`src/rtl/ctr_fifo_capture_top.sv`:
```
// Counter source -> FWFT stream FIFO -> capture RAM harness.
// Exposes FIFO flags/counts, sticky capture-complete and a RAM read port.
module ctr_fifo_capture_top #(
    parameter int SAMP              = 32,
    parameter int TDATA_WIDTH       = 16,
    parameter int FIFO_DEPTH        = 128,
    parameter int PROG_FULL_THRESH  = 64,
    parameter int PROG_EMPTY_THRESH = 8
) (
    input  logic                          clk,
    input  logic                          rst,
    output logic                          vip_full,
    output logic                          almost_empty_axis,
    output logic                          almost_full_axis,
    output logic                          prog_empty_axis,
    output logic                          prog_full_axis,
    output logic [$clog2(FIFO_DEPTH)-1:0] rd_data_count_axis,
    output logic [$clog2(FIFO_DEPTH)-1:0] wr_data_count_axis,
    input  logic [$clog2(SAMP)-1:0]       cap_addr,
    output logic [31:0]                   cap_data
);

    localparam int AW = $clog2(FIFO_DEPTH);
    localparam int CW = $clog2(SAMP);

    logic [TDATA_WIDTH-1:0] cnt;
    logic                   src_tvalid;
    logic                   src_tready;
    logic                   push;

    logic [TDATA_WIDTH-1:0] mem [FIFO_DEPTH];
    logic [AW-1:0]          wptr;
    logic [AW-1:0]          rptr;
    logic [AW-1:0]          occ;
    logic [AW-1:0]          occ_nxt;
    logic                   fifo_full;
    logic                   m_tvalid;
    logic [TDATA_WIDTH-1:0] m_tdata;

    logic                   drain_en;
    logic                   snk_tready;
    logic                   pop;
    logic [CW-1:0]          cap_ptr;
    logic [TDATA_WIDTH-1:0] ram [SAMP];
    logic [31:0]            rd_ext;

    assign src_tvalid = rst;
    assign fifo_full  = (occ == AW'(FIFO_DEPTH - 1));
    assign src_tready = !fifo_full;
    assign push       = src_tvalid & src_tready;

    assign m_tvalid   = (occ != '0);
    assign m_tdata    = mem[rptr];
    assign snk_tready = drain_en & !vip_full;
    assign pop        = rst & m_tvalid & snk_tready;

    assign rd_data_count_axis = occ;
    assign wr_data_count_axis = occ;

    always_comb begin
        occ_nxt = occ;
        case ({push, pop})
            2'b10:   occ_nxt = occ + AW'(1);
            2'b01:   occ_nxt = occ - AW'(1);
            default: occ_nxt = occ;
        endcase
    end

    always_ff @(posedge clk) begin
        if (!rst) begin
            cnt  <= '0;
            wptr <= '0;
            rptr <= '0;
            occ  <= '0;
        end else begin
            if (push) begin
                cnt  <= cnt + TDATA_WIDTH'(1);
                wptr <= wptr + AW'(1);
            end
            if (pop)
                rptr <= rptr + AW'(1);
            occ <= occ_nxt;
        end
    end

    // Flags track the post-edge occupancy so they line up with the counts.
    always_ff @(posedge clk) begin
        if (!rst) begin
            almost_empty_axis <= 1'b1;
            prog_empty_axis   <= 1'b1;
            almost_full_axis  <= 1'b0;
            prog_full_axis    <= 1'b0;
        end else begin
            almost_empty_axis <= (occ_nxt <= AW'(1));
            prog_empty_axis   <= (occ_nxt <= AW'(PROG_EMPTY_THRESH));
            almost_full_axis  <= (occ_nxt >= AW'(FIFO_DEPTH - 2));
            prog_full_axis    <= (occ_nxt >= AW'(PROG_FULL_THRESH));
        end
    end

    always_ff @(posedge clk) begin
        if (push)
            mem[wptr] <= cnt;
    end

    always_ff @(posedge clk) begin
        if (!rst) begin
            drain_en <= 1'b0;
            cap_ptr  <= '0;
            vip_full <= 1'b0;
        end else begin
            if (prog_full_axis)
                drain_en <= 1'b1;
            if (pop) begin
                cap_ptr <= cap_ptr + CW'(1);
                if (cap_ptr == CW'(SAMP - 1))
                    vip_full <= 1'b1;
            end
        end
    end

    always_ff @(posedge clk) begin
        if (pop)
            ram[cap_ptr] <= m_tdata;
    end

    always_comb begin
        rd_ext = '0;
        rd_ext[TDATA_WIDTH-1:0] = ram[cap_addr];
    end

    always_ff @(posedge clk) begin
        if (!rst)
            cap_data <= '0;
        else
            cap_data <= rd_ext;
    end

endmodule

```
`config.mk`:
```
export PLATFORM = sky130hd
export DESIGN_NAME = ctr_fifo_capture_top
export DESIGN_NICKNAME = d
export VERILOG_FILES = /design/src/rtl/ctr_fifo_capture_top.sv
export SDC_FILE = /design/constraint.sdc
export NUM_CORES = 2
export LEC_CHECK = 0
export CORE_MARGIN = 2
export CORE_UTILIZATION = 50
export CTS_BUF_LIST = sky130_fd_sc_hd__clkbuf_16
export CTS_CLUSTER_DIAMETER = 50
export CTS_CLUSTER_SIZE = 10
export DETAILED_ROUTE_END_ITERATION = 6
export PLACE_DENSITY = 0.65
export SYNTH_ARGS = -nofsm -noshare
export SYNTH_HDL_FRONTEND = slang
export SYNTH_SLANG_ARGS = --single-unit
export TNS_END_PERCENT = 20
```
`constraint.sdc`:
```
create_clock -name clk -period 10.1 [get_ports clk]
set_input_delay 1.01 -clock clk [delete_from_list [all_inputs] [get_ports clk]]
set_output_delay 1.01 -clock clk [all_outputs]
set_load 0.1 [all_outputs]
```
==> qor.csv <==
stage,metric,value,unit
setup_path,crit_type,reg -> reg,
setup_path,crit_top_cell,buf_4,
synthesis,yosys.area.top_type_share,75.2,%
clock_tree,postCtsResizedCells,0,
pwr,p_leak,36.1,nW
setup_path,critPathArrivalTime,6.40,ns
synthesis,yosys_register_bits,2631,
drt,drt_iter0_markers,6782,
setup_path,r2r_cells,11,
synthesis,synth_area,102000,µm²
hold_path,worstHoldPathType,reg -> reg,
finish,final_nets,5258,
drt,viasPerCell,6.39,
outcome,outcome,finished clean,
hold_path,holdPathStages,2,
floorplan,die-area,208000,µm²
sta,max_slew_margin,4.66,%
setup_path,critPathBufInv,5,
synthesis,ys_seq_area_share,76.6,%
grt,antenna_found_initial,6,
drt,route.detailed.drc,0,
hold_path,min_from,prog_full_axis,
drt,detail-route-antenna-nets,0,
grt,grt_usage,25.4,%
setup_path,cpPeakStageDelay,0.83,ns
place,pre_cts_slack,4.65,ns
clock_tree,cts-root-buf,clkbuf_16,
drt,wl_per_cell,33.1,µm
clock_tree,clk_path_buf_depth,4,
sta,fmax,176,MHz
hold_path,holdPathEnd,drain_en,
setup_path,start_kind,flip-flop,
clock_tree,cts_sinks,2631,
drt,vias,51300,
grt,grt_start_max_net_pins,111,
floorplan,start_util,50.1,%
drt,drt_pre_antenna_iters,6,
sta,fin_worst_skew,0.0895,ns
sta,rsz0062_at_grt,no,
synthesis,syn_inst,4926,
setup_path,critical_path.cell_chain,"buf_4, buf_4, nor2b_4, buf_12, buf_4, a22oi_1, a31oi_1, a22oi_1, o211ai_1, a2111oi_4, buf_4",
floorplan,die_width,456,µm
setup_path,worst-path-max-fanout,67,
sta,fin_ws,4.42,ns
floorplan,io_pins,58,
setup_path,cp_num_cells,11,
setup_path,required,10.82,ns
grt,grt_overflow,0,
sta,period_needed,5.68,ns
clock_tree,tritoncts,built,
setup_path,worstReg2RegEnd,ram[7][0],
floorplan,die_y,456,µm
finish,area_growth,12.8,%
clock_tree,cts_setup_buffers,0,
synthesis,synthDistinctLibCells,67,
place,place_congestion,0.985,
drt,routed_wl,266000,µm
pwr,irDropWorstVdd,0.000182,V
synthesis,netlist_top_cells_area,"edfxtp_1, mux4_2, mux2i_1",
sta,tightestPinTransition,1.43,ns
run,drv_cap,0,
synthesis,yosysWarningCount,0,
synthesis,synthArstFlopShare,0,%
setup_path,critPathSlowestCell,a2111oi_4,
place,io_buffer_count,41,
sta,hold_viol_final,0,
clock_tree,clock_latency,0.94,ns
finish,drive_above_1_share,21.3,%
sta,setup_tns,0,ns
clock_tree,htree_levels,5,
pwr,p_per_area,200,nW/µm²
place,dp_hpwl,157000,µm
synthesis,yosysTopAreaCell,edfxtp_1,
sta,setup_viol,0,
synthesis,avgSynthCellArea,20.8,µm²
synthesis,synth-main-ff-cell,edfxtp_1,
floorplan,coreArea,204000,µm²
grt,grt_pass1_wl,378000,µm
clock_tree,clk_pin_slew_worst_paths,0.05,ns
synthesis,synth-edff-count,2560,
clock_tree,ctsHoldBuffers,0,
grt,grt_pass1_vias,50200,
setup_path,critPathCaptureType,flip-flop,
sta,drv_slew,0,
setup_path,rrSetupSlack,4.42,ns
setup_path,crit_family,buffers and inverters,
sta,post-route-period-util,56.2,%
clock_tree,cts_inserted_buffers,326,
floorplan,rows,166,
## where the power goes
group	internal (mW)	total, mW	leakage, nW	switching (mW)
clock network	5.98	10.0	4.58	4.06
logic	0.305	1.02	6.80	0.714
registers	12.0	12.0	24.7	0.0564
## cell type report
cell class / count / area (µm²)
Multi-Input combinational cell: 1999 / 22500
Clock inverter: 96 / 644
Tap cell: 2688 / 3360
Inverter: 7 / 26.3
Timing Repair Buffer: 275 / 2260
Clock buffer: 330 / 8260
Antenna cell: 2 / 5.00
Sequential cell: 2631 / 78400
Fill cell: 14900 / 88600
## logic make-up (layout without fill, tap and decap cells)
group / Yosys count / count (layout) / synth area share, %
DFF: 2631 / 2631 / 76.6
muxes: 1026 / 1026 / 15.7
AOI/OAI and AO/OA: 465 / 465 / 3.44
and+or+nand+nor: 449 / 449 / 1.98
buffers and inverters: 311 / 708 / 1.88
xor gates and xnor gates: 32 / 32 / 0.274
adders and majority gates: 11 / 11 / 0.135
other: 1 / 18 / 0.00367
## state kept, by name, indices dropped and copies added, names as in the netlist, 5 cells and up, named ones only
name	cells
cap_data	16
mem	2048
rptr	7
ram	512
wptr	7
rd_data_count_axis	7
cnt	16
cap_ptr	5
## per-stage QoR
step | hold WS (ns) | power (mW) | cell area (µm²) | utilization, % | std cells
2_1_floorplan | 0.441 | 12.9 | 102000 | - | 4941
3_3_place_gp | 0.463 | 13.3 | 106000 | 52.2 | 7600
3_5_place_dp | 0.468 | 13.3 | 106000 | 52.2 | 7600
4_1_cts | 0.472 | 23.2 | 115000 | 56.6 | 8026
5_1_grt | 0.509 | 23.7 | 115000 | 56.6 | 8027
6_report | 0.462 | 23.1 | 115000 | 56.6 | 8028
## cells in the mapped netlist, types with 15 or more instances
cell type  number
mux2i_1       561
buf_4          69
mux4_2        465
buf_6          40
nand3_1        61
a22o_1         18
nand2_1        69
clkbuf_1      102
buf_2          73
dfxtp_1        71
edfxtp_1     2560
nor2_1        234
o211ai_1       16
a31oi_1        67
xor2_1         20
a22oi_1       229
a21oi_1        44
nor4_1         17
a2111oi_2      15
## per-layer routing
metal | track usage [%] | wire (µm) | up-vias
li1 | - | - | 21000
met5 | 0 | 18 | -
met3 | 5.97 | 25800 | 540
met4 | 10.4 | 11400 | 2
met2 | 38.8 | 124000 | 2672
met1 | 35.5 | 104000 | 27100
## cell usage in the layout (no fill, tap or decap), types with 18 or more instances in the layout
| cell type | count |
|---|---|
| a21oi_1 | 44 |
| a22o_1 | 18 |
| a22oi_1 | 229 |
| a31oi_1 | 67 |
| buf_4 | 226 |
| clkbuf_16 | 330 |
| clkdlybuf4s50_1 | 36 |
| dfxtp_1 | 51 |
| dfxtp_4 | 20 |
| edfxtp_1 | 2560 |
| inv_1 | 68 |
| mux2i_1 | 561 |
| mux4_2 | 465 |
| nand2_1 | 68 |
| nand3_1 | 61 |
| nor2_1 | 211 |
| xor2_1 | 20 |
## how the worst max path moves through the flow
stage	end
finish	ram[7][0]
global route	ram[4][3]
floorplan	almost_full_axis
detailed placement	ram[6][3]
global placement	ram[20][0]
CTS	ram[16][3]
## worst register-to-register path: stages, from the launching register on
cell       delay, ns
dfxtp_4         0.55
buf_4           0.58
buf_4           0.74
nor2b_4         0.15
buf_12          0.22
buf_4           0.48
a22oi_1         0.82
a31oi_1         0.24
a22oi_1         0.23
o211ai_1        0.19
a2111oi_4       0.83
buf_4           0.43
Note: power is estimated with default switching activity, not from simulation.
